### src/rtl/muldiv_pkg.sv
`default_nettype none
// ---------------------------------------------------------------------------
// muldiv_pkg : op encodings, FSM states and default width for the mul/div unit
// Revision   : 1.0
// ---------------------------------------------------------------------------
package muldiv_pkg;

  localparam int WIDTH = 32;

  localparam logic [1:0] OP_MULTU = 2'b00;
  localparam logic [1:0] OP_MULT  = 2'b01;
  localparam logic [1:0] OP_DIVU  = 2'b10;
  localparam logic [1:0] OP_DIV   = 2'b11;

  typedef enum logic [1:0] {
    IDLE = 2'd0,
    RUN  = 2'd1,
    FIX  = 2'd2
  } state_t;

endpackage
`default_nettype wire

### src/rtl/muldiv_step.sv
`default_nettype none
// ---------------------------------------------------------------------------
// muldiv_step : one iteration of shift-add multiply or restoring divide
// Revision    : 1.0
// ---------------------------------------------------------------------------
module muldiv_step #(
  parameter int WIDTH = 32
) (
  input  logic [2*WIDTH-1:0] acc,
  input  logic [WIDTH-1:0]   operand,
  input  logic               bit_in,
  input  logic               is_div,
  output logic [2*WIDTH-1:0] acc_next
);

  logic [WIDTH:0] w_shrem;
  logic [WIDTH:0] w_trial;

  // Partial remainder stays below the divisor, so the shifted value minus the
  // divisor always fits in WIDTH+1 bits and bit WIDTH is a true borrow.
  always_comb begin
    w_shrem = {acc[2*WIDTH-1:WIDTH], bit_in};
    w_trial = w_shrem - {1'b0, operand};
    if (is_div) begin
      if (w_trial[WIDTH]) acc_next = {w_shrem[WIDTH-1:0], acc[WIDTH-2:0], 1'b0};
      else                acc_next = {w_trial[WIDTH-1:0], acc[WIDTH-2:0], 1'b1};
    end else begin
      acc_next = {acc[2*WIDTH-2:0], 1'b0}
               + (bit_in ? {{WIDTH{1'b0}}, operand} : {(2*WIDTH){1'b0}});
    end
  end

endmodule
`default_nettype wire

### src/rtl/muldiv_sequencer.sv
`default_nettype none
// ---------------------------------------------------------------------------
// muldiv_sequencer : multi-cycle MULT/MULTU/DIV/DIVU controller owning HI/LO
// Revision         : 1.0
// ---------------------------------------------------------------------------
module muldiv_sequencer #(
  parameter int WIDTH = muldiv_pkg::WIDTH
) (
  input  logic             clk,
  input  logic             rst_n,
  input  logic             start,
  input  logic [1:0]       op,
  input  logic [WIDTH-1:0] a,
  input  logic [WIDTH-1:0] b,
  input  logic             flush,
  input  logic             hi_we,
  input  logic             lo_we,
  input  logic [WIDTH-1:0] wr_data,
  output logic             busy,
  output logic             done,
  output logic [WIDTH-1:0] hi,
  output logic [WIDTH-1:0] lo
);

  import muldiv_pkg::*;

  localparam int CW = $clog2(WIDTH);

  state_t             r_state;
  logic [CW-1:0]      r_count;
  logic [2*WIDTH-1:0] r_acc;
  logic [WIDTH-1:0]   r_sh;
  logic [WIDTH-1:0]   r_opb;
  logic               r_is_div;
  logic               r_neg_a;
  logic               r_neg_b;
  logic               r_bzero;
  logic               r_busy;
  logic               r_done;
  logic [WIDTH-1:0]   r_hi;
  logic [WIDTH-1:0]   r_lo;

  logic               w_neg_a;
  logic               w_neg_b;
  logic [WIDTH-1:0]   w_mag_a;
  logic [WIDTH-1:0]   w_mag_b;
  logic [2*WIDTH-1:0] w_acc_next;
  logic [2*WIDTH-1:0] w_prod_neg;
  logic [WIDTH-1:0]   w_res_hi;
  logic [WIDTH-1:0]   w_res_lo;

  assign w_neg_a = op[0] & a[WIDTH-1];
  assign w_neg_b = op[0] & b[WIDTH-1];
  assign w_mag_a = w_neg_a ? -a : a;
  assign w_mag_b = w_neg_b ? -b : b;

  // Dividend / multiplier bits enter MSB first from r_sh.
  muldiv_step #(.WIDTH(WIDTH)) u_step (
    .acc      (r_acc),
    .operand  (r_opb),
    .bit_in   (r_sh[WIDTH-1]),
    .is_div   (r_is_div),
    .acc_next (w_acc_next)
  );

  // Divide by zero leaves quotient all ones and remainder = |A|; restoring the
  // dividend's sign on the remainder gives back A exactly.
  always_comb begin
    w_prod_neg = -r_acc;
    w_res_hi   = r_acc[2*WIDTH-1:WIDTH];
    w_res_lo   = r_acc[WIDTH-1:0];
    if (!r_is_div) begin
      if (r_neg_a ^ r_neg_b) {w_res_hi, w_res_lo} = w_prod_neg;
    end else begin
      if ((r_neg_a ^ r_neg_b) && !r_bzero) w_res_lo = -r_acc[WIDTH-1:0];
      if (r_neg_a)                         w_res_hi = -r_acc[2*WIDTH-1:WIDTH];
    end
  end

  always_ff @(posedge clk or negedge rst_n) begin
    if (!rst_n) begin
      r_state  <= IDLE;
      r_count  <= '0;
      r_acc    <= '0;
      r_sh     <= '0;
      r_opb    <= '0;
      r_is_div <= 1'b0;
      r_neg_a  <= 1'b0;
      r_neg_b  <= 1'b0;
      r_bzero  <= 1'b0;
      r_busy   <= 1'b0;
      r_done   <= 1'b0;
      r_hi     <= '0;
      r_lo     <= '0;
    end else begin
      r_done <= 1'b0;
      case (r_state)
        IDLE: begin
          if (hi_we) r_hi <= wr_data;
          if (lo_we) r_lo <= wr_data;
          if (start && !flush) begin
            r_state  <= RUN;
            r_busy   <= 1'b1;
            r_is_div <= op[1];
            r_neg_a  <= w_neg_a;
            r_neg_b  <= w_neg_b;
            r_bzero  <= (b == '0);
            r_sh     <= w_mag_a;
            r_opb    <= w_mag_b;
            r_acc    <= '0;
            r_count  <= CW'(WIDTH - 1);
          end
        end
        RUN: begin
          if (flush) begin
            r_state <= IDLE;
            r_busy  <= 1'b0;
          end else begin
            r_acc <= w_acc_next;
            r_sh  <= {r_sh[WIDTH-2:0], 1'b0};
            if (r_count == '0) r_state <= FIX;
            else               r_count <= r_count - CW'(1);
          end
        end
        FIX: begin
          r_state <= IDLE;
          r_busy  <= 1'b0;
          if (!flush) begin
            r_hi   <= w_res_hi;
            r_lo   <= w_res_lo;
            r_done <= 1'b1;
          end
        end
        default: begin
          r_state <= IDLE;
          r_busy  <= 1'b0;
        end
      endcase
    end
  end

  assign busy = r_busy;
  assign done = r_done;
  assign hi   = r_hi;
  assign lo   = r_lo;

endmodule
`default_nettype wire

### config.mk
export PLATFORM = sky130hd
export DESIGN_NAME = muldiv_sequencer
export DESIGN_NICKNAME = d
export VERILOG_FILES = /design/src/rtl/muldiv_pkg.sv /design/src/rtl/muldiv_step.sv /design/src/rtl/muldiv_sequencer.sv
export SDC_FILE = /design/constraint.sdc
export NUM_CORES = 1
export LEC_CHECK = 0
export CAP_MARGIN = 20
export CORE_MARGIN = 8
export CORE_UTILIZATION = 40
export DETAILED_ROUTE_END_ITERATION = 8
export MAX_ROUTING_LAYER = met4
export PLACE_DENSITY = 0.63
export SLEW_MARGIN = 20
export SYNTH_ARGS = -nofsm -noshare
export SYNTH_HDL_FRONTEND = slang
export SYNTH_SLANG_ARGS = --single-unit
### constraint.sdc
create_clock -name clk -period 4.05 [get_ports clk]
set_clock_uncertainty 0.05 [all_clocks]
set_input_delay 0.6075 -clock clk [delete_from_list [all_inputs] [get_ports clk]]
set_output_delay 0.6075 -clock clk [all_outputs]
set_load 0.01 [all_outputs]
# == After elaboration in Yosys (flattened, before gate mapping) ==
# Index checks and enable logic that the tools add are counted.
# totals
latch_bits,0
mem_bits_ro,0
memories,0
ramBits,0
register_bits,205
in_bits,104
out_inout_bits,66
elab_cells,86
# op_classes
multipliers,0
shift,0
order_cmp,0
n_div,0
n_mux,36
bitwise,3
reduce_logical,16
add_sub_neg,8
n_eq_ne,10
# op_table
op,count
32-bit two-way mux,15
64-bit two-way mux,4
32-bit one-hot mux with 2 select lines,3
32-bit negator,4
64-bit one-hot mux with 2 select lines,1
64-bit adder,1
64-bit negator,1
33-bit by 32-bit subtractor with 33-bit output,1
32-bit zero test,1
5-bit two-way mux,3
"2-bit inequality test, second input constant",7
5-bit one-hot mux with 2 select lines,1
3-bit AND reduction,3
2-bit two-way mux,3
2-bit AND reduction,3
5-bit zero test,1
"5-bit by 1-bit subtractor with 5-bit output, second input constant",1
1-bit two-way mux,4
2-bit one-hot mux with 2 select lines,1
4-bit AND reduction,1
2-bit nonzero test,2
"3-bit inequality test, second input constant",1
1-bit AND,2
"2-bit by 1-bit equality test with 1-bit output, second input constant",1
6 further kinds,8

# == Logic depth before layout (Yosys ltp) ==
# Gate-level depths: netlist (run 1).
# logic_depth
ltp_word,6
mapped_depth,16
mapped_depth_nobuf,13

# == Hierarchy ==
# From an unflattened synthesis (run 1), not the netlist that was laid out.
# hier_totals
cells_unflattened,2090
area_unflattened_um2,16176.8
# modules_own_cells
module,area_per_inst_um2,n_inst,seq_area_each_um2,cells_each
muldiv_sequencer,11307.1,1,5129.9,1349
muldiv_step,4869.7,1,0.0,741

# == Least setup slack after synthesis (run 1) ==
# Ideal clock, no wire load.
# synth_path
kind,register -> register
start,reg r_sh[31]
end,reg r_acc[51]
stages_incl_launch_ff,16
slack_ps,329
arrival_ps,3541
period_less_slack_ps,3721
required_time_ps,3870
path_buffers,3
setup_time_ps,130
cell_sequence,dfrtp_1 > inv_1 > clkbuf_1 > ha_1 > inv_1 > fa_1 > a211oi_1 > o21ai_0 > o211ai_1 > nand4b_1 > a2111o_1 > o211ai_1 > clkbuf_1 > buf_1 > mux2i_1 > o21ai_0
# synth_via
elab_chain_len,5
elab_cells_between_ends,7
classes_between,add/sub (2); mux (5)
# synth_rtl
item,line_no,text
from (decl),muldiv_sequencer.sv:32,logic [WIDTH-1:0] r_sh;
from (signal assigned),muldiv_sequencer.sv:108,r_sh <= w_mag_a;
from (signal assigned),muldiv_sequencer.sv:120,"r_sh <= {r_sh[WIDTH-2:0], 1'b0};"
32-bit two-way mux or 33-bit by 32-bit subtractor with 33-bit output (tied branches),"muldiv_step.sv:29, muldiv_step.sv:23",
64-bit adder or 64-bit two-way mux (tied branches),"muldiv_step.sv:29, muldiv_step.sv:25",
64-bit two-way mux *,muldiv_step.sv:24,if (is_div) begin
64-bit two-way mux *,muldiv_sequencer.sv:115,if (flush) begin
64-bit one-hot mux with 2 select lines *,muldiv_sequencer.sv:97,case (r_state)
to (signal assigned),muldiv_sequencer.sv:119,r_acc <= w_acc_next;
to (decl),muldiv_sequencer.sv:31,logic [2*WIDTH-1:0] r_acc;
# Mark *: on every way between the ends. The rest lies on a longest branch, timed or not. The select of a mux whose other input is x is not followed.
# A chain may end at the register's enable or synchronous reset.

# == Worst setup path after layout (run 1) ==
# layout_path
start,reg r_sh[31]
end,reg r_acc[48]
# The elaborated chain is that of the path after synthesis.

==> results of run 1 <==
## registers in the layout, indices dropped and copies added, names as in the netlist
signal / flops
r_bzero: 1
r_sh: 32
hi: 32
lo: 32
done: 1
busy: 1
r_neg_a: 1
r_is_div: 1
r_count: 5
r_acc: 64
r_opb: 32
r_neg_b: 1
r_state: 2
## power breakdown
| part | switching [mW] | internal [mW] |
|---|---|---|
| Sequential | 0.435 | 2.47 |
| Clock | 0.969 | 1.33 |
| Combinational | 2.99 | 2.00 |
| Total | 4.39 | 5.80 |
## through the flow
stage               std cells  hold slack, ns  worst slack (ns)  power [mW]   util
global route             2820           0.198            0.0206        10.8  0.487
finish                   2820           0.135             0.256        10.2  0.487
CTS                      2820           0.169             0.191        10.2  0.486
detailed placement       2773           0.415             0.213        7.85  0.465
floorplan                2121           0.262             0.329        6.02      -
global placement         2773           0.407             0.315        7.79  0.465
## routing by layer
metal	up-vias	wire [um]
met3	101	4060
met2	630	25300
li1	7847	-
met5	-	0
met1	7534	26800
met4	0	2400
## placed cells by master, fill, tap and decap left out, types with 7 or more instances in the layout
master and instances:
a211o_1 8, a211oi_1 10, a21o_1 30, a21oi_1 169
a221oi_1 9, a22o_1 12, a22oi_1 16, a31oi_1 16
and2_1 13, and3_1 25, and4_1 7, buf_4 95
clkbuf_16 27, clkdlybuf4s50_1 168, dfrtp_1 204, ha_1 71
inv_1 73, mux2i_1 14, nand2_1 263, nand2b_1 21
nand3_1 54, nand4_1 25, nor2_1 237, nor2b_1 10
nor3_1 52, nor4_1 20, o211ai_1 21, o21a_1 10
o21ai_0 210, o31ai_1 57, o41ai_1 12, or3_1 24
or4_1 9, xnor2_1 104, xor2_1 77
## synthesized netlist by cell type (31+ instances only)
cell	count
a21o_1	31
a21oi_1	170
clkbuf_1	132
dfrtp_1	205
ha_1	71
inv_1	73
nand2_1	263
nand3_1	54
nor2_1	239
nor3_1	52
o21ai_0	210
o31ai_1	57
xnor2_1	104
xor2_1	77
## repair_timing
item                                    4_1_cts  5_1_grt
endpoints found under the setup margin        0        4
resized for setup                             0        7
hold endpoints to repair                      0        0
## cells by family after synthesis
group | share of synthesized area
AOI/OAI and AO/OA | 0.245
adders and majority gates | 0.0572
muxes | 0.0107
and+or+nand+nor | 0.222
buffers and inverters | 0.0514
xor gates and xnor gates | 0.0976
DFF | 0.316
## worst max-delay path by stage
stage | to | depth (start not counted) | slack, ns | startpoint
global route | r_acc[48] | 14 | 0.02 | r_sh[31]
floorplan | r_acc[51] | 15 | 0.33 | r_sh[31]
finish | r_acc[48] | 14 | 0.26 | r_sh[31]
detailed placement | r_acc[31] | 14 | 0.21 | r_sh[31]
CTS | r_acc[31] | 14 | 0.19 | r_sh[31]
global placement | r_acc[48] | 14 | 0.32 | r_sh[31]
## cell type report
type                    instances  area (um^2)
repair buffers                266         2450
clock inverters                12          114
multi-input cells            1696        10300
inverters                      74          278
flip-flops and latches        205         5130
well taps                     532          666
clock buffers                  35          726
fillers                      3949        20800
==> flow_summary.toml, run 1 <==
[synthesis]
syn_inst = 2121
synth.distinct_cells = 70
synth-edff-count = 0
synth_seq_cells = 205
avgSynthCellArea_um2 = 7.66
yosysTopAreaCellShare = 0.316
synth_top_cell_by_area = "dfrtp_1"
syn_nets = 2298
async_flop_share = 1.00
syn_area_mm2 = 0.0162
synth_ff_type = "dfrtp_1"
synthTopCellsByArea = "dfrtp_1 (32%), o21ai_0 (6.5%), nand2_1 (6.1%)"
synth-seq-area-share = 0.316
yosys_warnings = 0

[placement]
portBuffers = 169
dpl_cell_area_mm2 = 0.0188
dp_hpwl_mm = 45.6
gp_congestion = 0.946

[drt]
avgViaCountPerCell = 5.71
final_antenna_net_count = 0
first_iter_violations = 1589
drc = 0
drt-pass1-iter-count = 5
routedWlPerCell_um = 20.8
routed-via-count = 16100
totalWireLength_mm = 58.6

[timing]
slew_viol_final = 0
clock.fmax_mhz = 264
hold_viol_final = 0
rsz0062_at_grt = "no"
tightest_slew_ns = 1.03
fin_crit_sh = 0.937
slew_headroom = 0.310
min_period_ns = 3.79
finalSetupViolCount = 0
final.setup.tns_ns = 0

[run_status]
status = "finished clean"

[floorplanning]
die_w_um = 217
ioPinCount = 170
die_area_mm2 = 0.0473
core_mm2 = 0.0405
row_count = 74
die_h_um = 217
start_util = 0.401

[clock_tree]
ctsHoldBuffers = 0
clock_sinks = 205
cts_root_buf = "clkbuf_16"
cts_tree = "yes"
h-tree-depth = 1
post_cts_buffers = 0
clk_path_buf_depth = 3
clk_pin_slew_ns = 0.06
cts_buffers = 26
worstSkewPairLatency_ns = 0.56

[run]
cap_viol_max_count = 0

[global_routing]
grt_pass1_vias = 15500
grt_pass1_wl_mm = 90.6
met2_usage = 0.367
antenna_found_initial = 0
grt_busiest_layer = "met2"
met1_usage = 0.339
grt_usage = 0.247
grt_max_degree = 107
grt_util_met3 = 0.0286
grt_overflow = 0

[critical_path]
cp_common_cell = "or3_1"
crit_arrival_ns = 4.23
crit_type = "flip-flop to flip-flop"
critPathLaunchType = "flip-flop"
timing.rr.start = "r_sh[31]"
path_delay_family = "simple AND/OR/NAND/NOR gates"
crit_required_ns = 4.48
path_buf_inv = 3
cp_max_fo = 21
end_kind = "flip-flop"
slowest_delay_ns = 0.39
cp_slowest_cell = "ha_1"
path_cells = "inv_1, buf_12, nor2_1, ha_1, nand3_1, or3_1, or3_1, a211o_1, a31oi_1, o41ai_1, buf_4, nor3_1, mux2_2, o21ai_0"
rr_worst_depth = 14
reg2reg_setup_slack_ns = 0.26
r2r-end = "r_acc[48]"

[layout]
final_layout_size_suffix_gt1_frac = 0.0743
num_antenna_cells = 0
stdcell_area_mm2 = 0.0197
syn_to_final_growth_pct = 21.3
finalNetCount = 2446

[power]
power.leakage_nw = 8.55
power_density_mw_per_mm2 = 517
vdd_drop_max_mv = 0.331

[worst_hold_path]
worst_hold_path_type = "input port to async pin"
(Power assumes the default switching activity.)
==> run 2: changes to the inputs <==
--- a/config.mk
+++ b/config.mk
@@ -11,6 +11,7 @@
 export DETAILED_ROUTE_END_ITERATION = 8
 export MAX_ROUTING_LAYER = met4
 export PLACE_DENSITY = 0.63
+export SETUP_SLACK_MARGIN = 0.02
 export SLEW_MARGIN = 20
 export SYNTH_ARGS = -nofsm -noshare
 export SYNTH_HDL_FRONTEND = slang
==> results of run 2 <==
Final layout, timing and power as in run 1 (identical DEF).
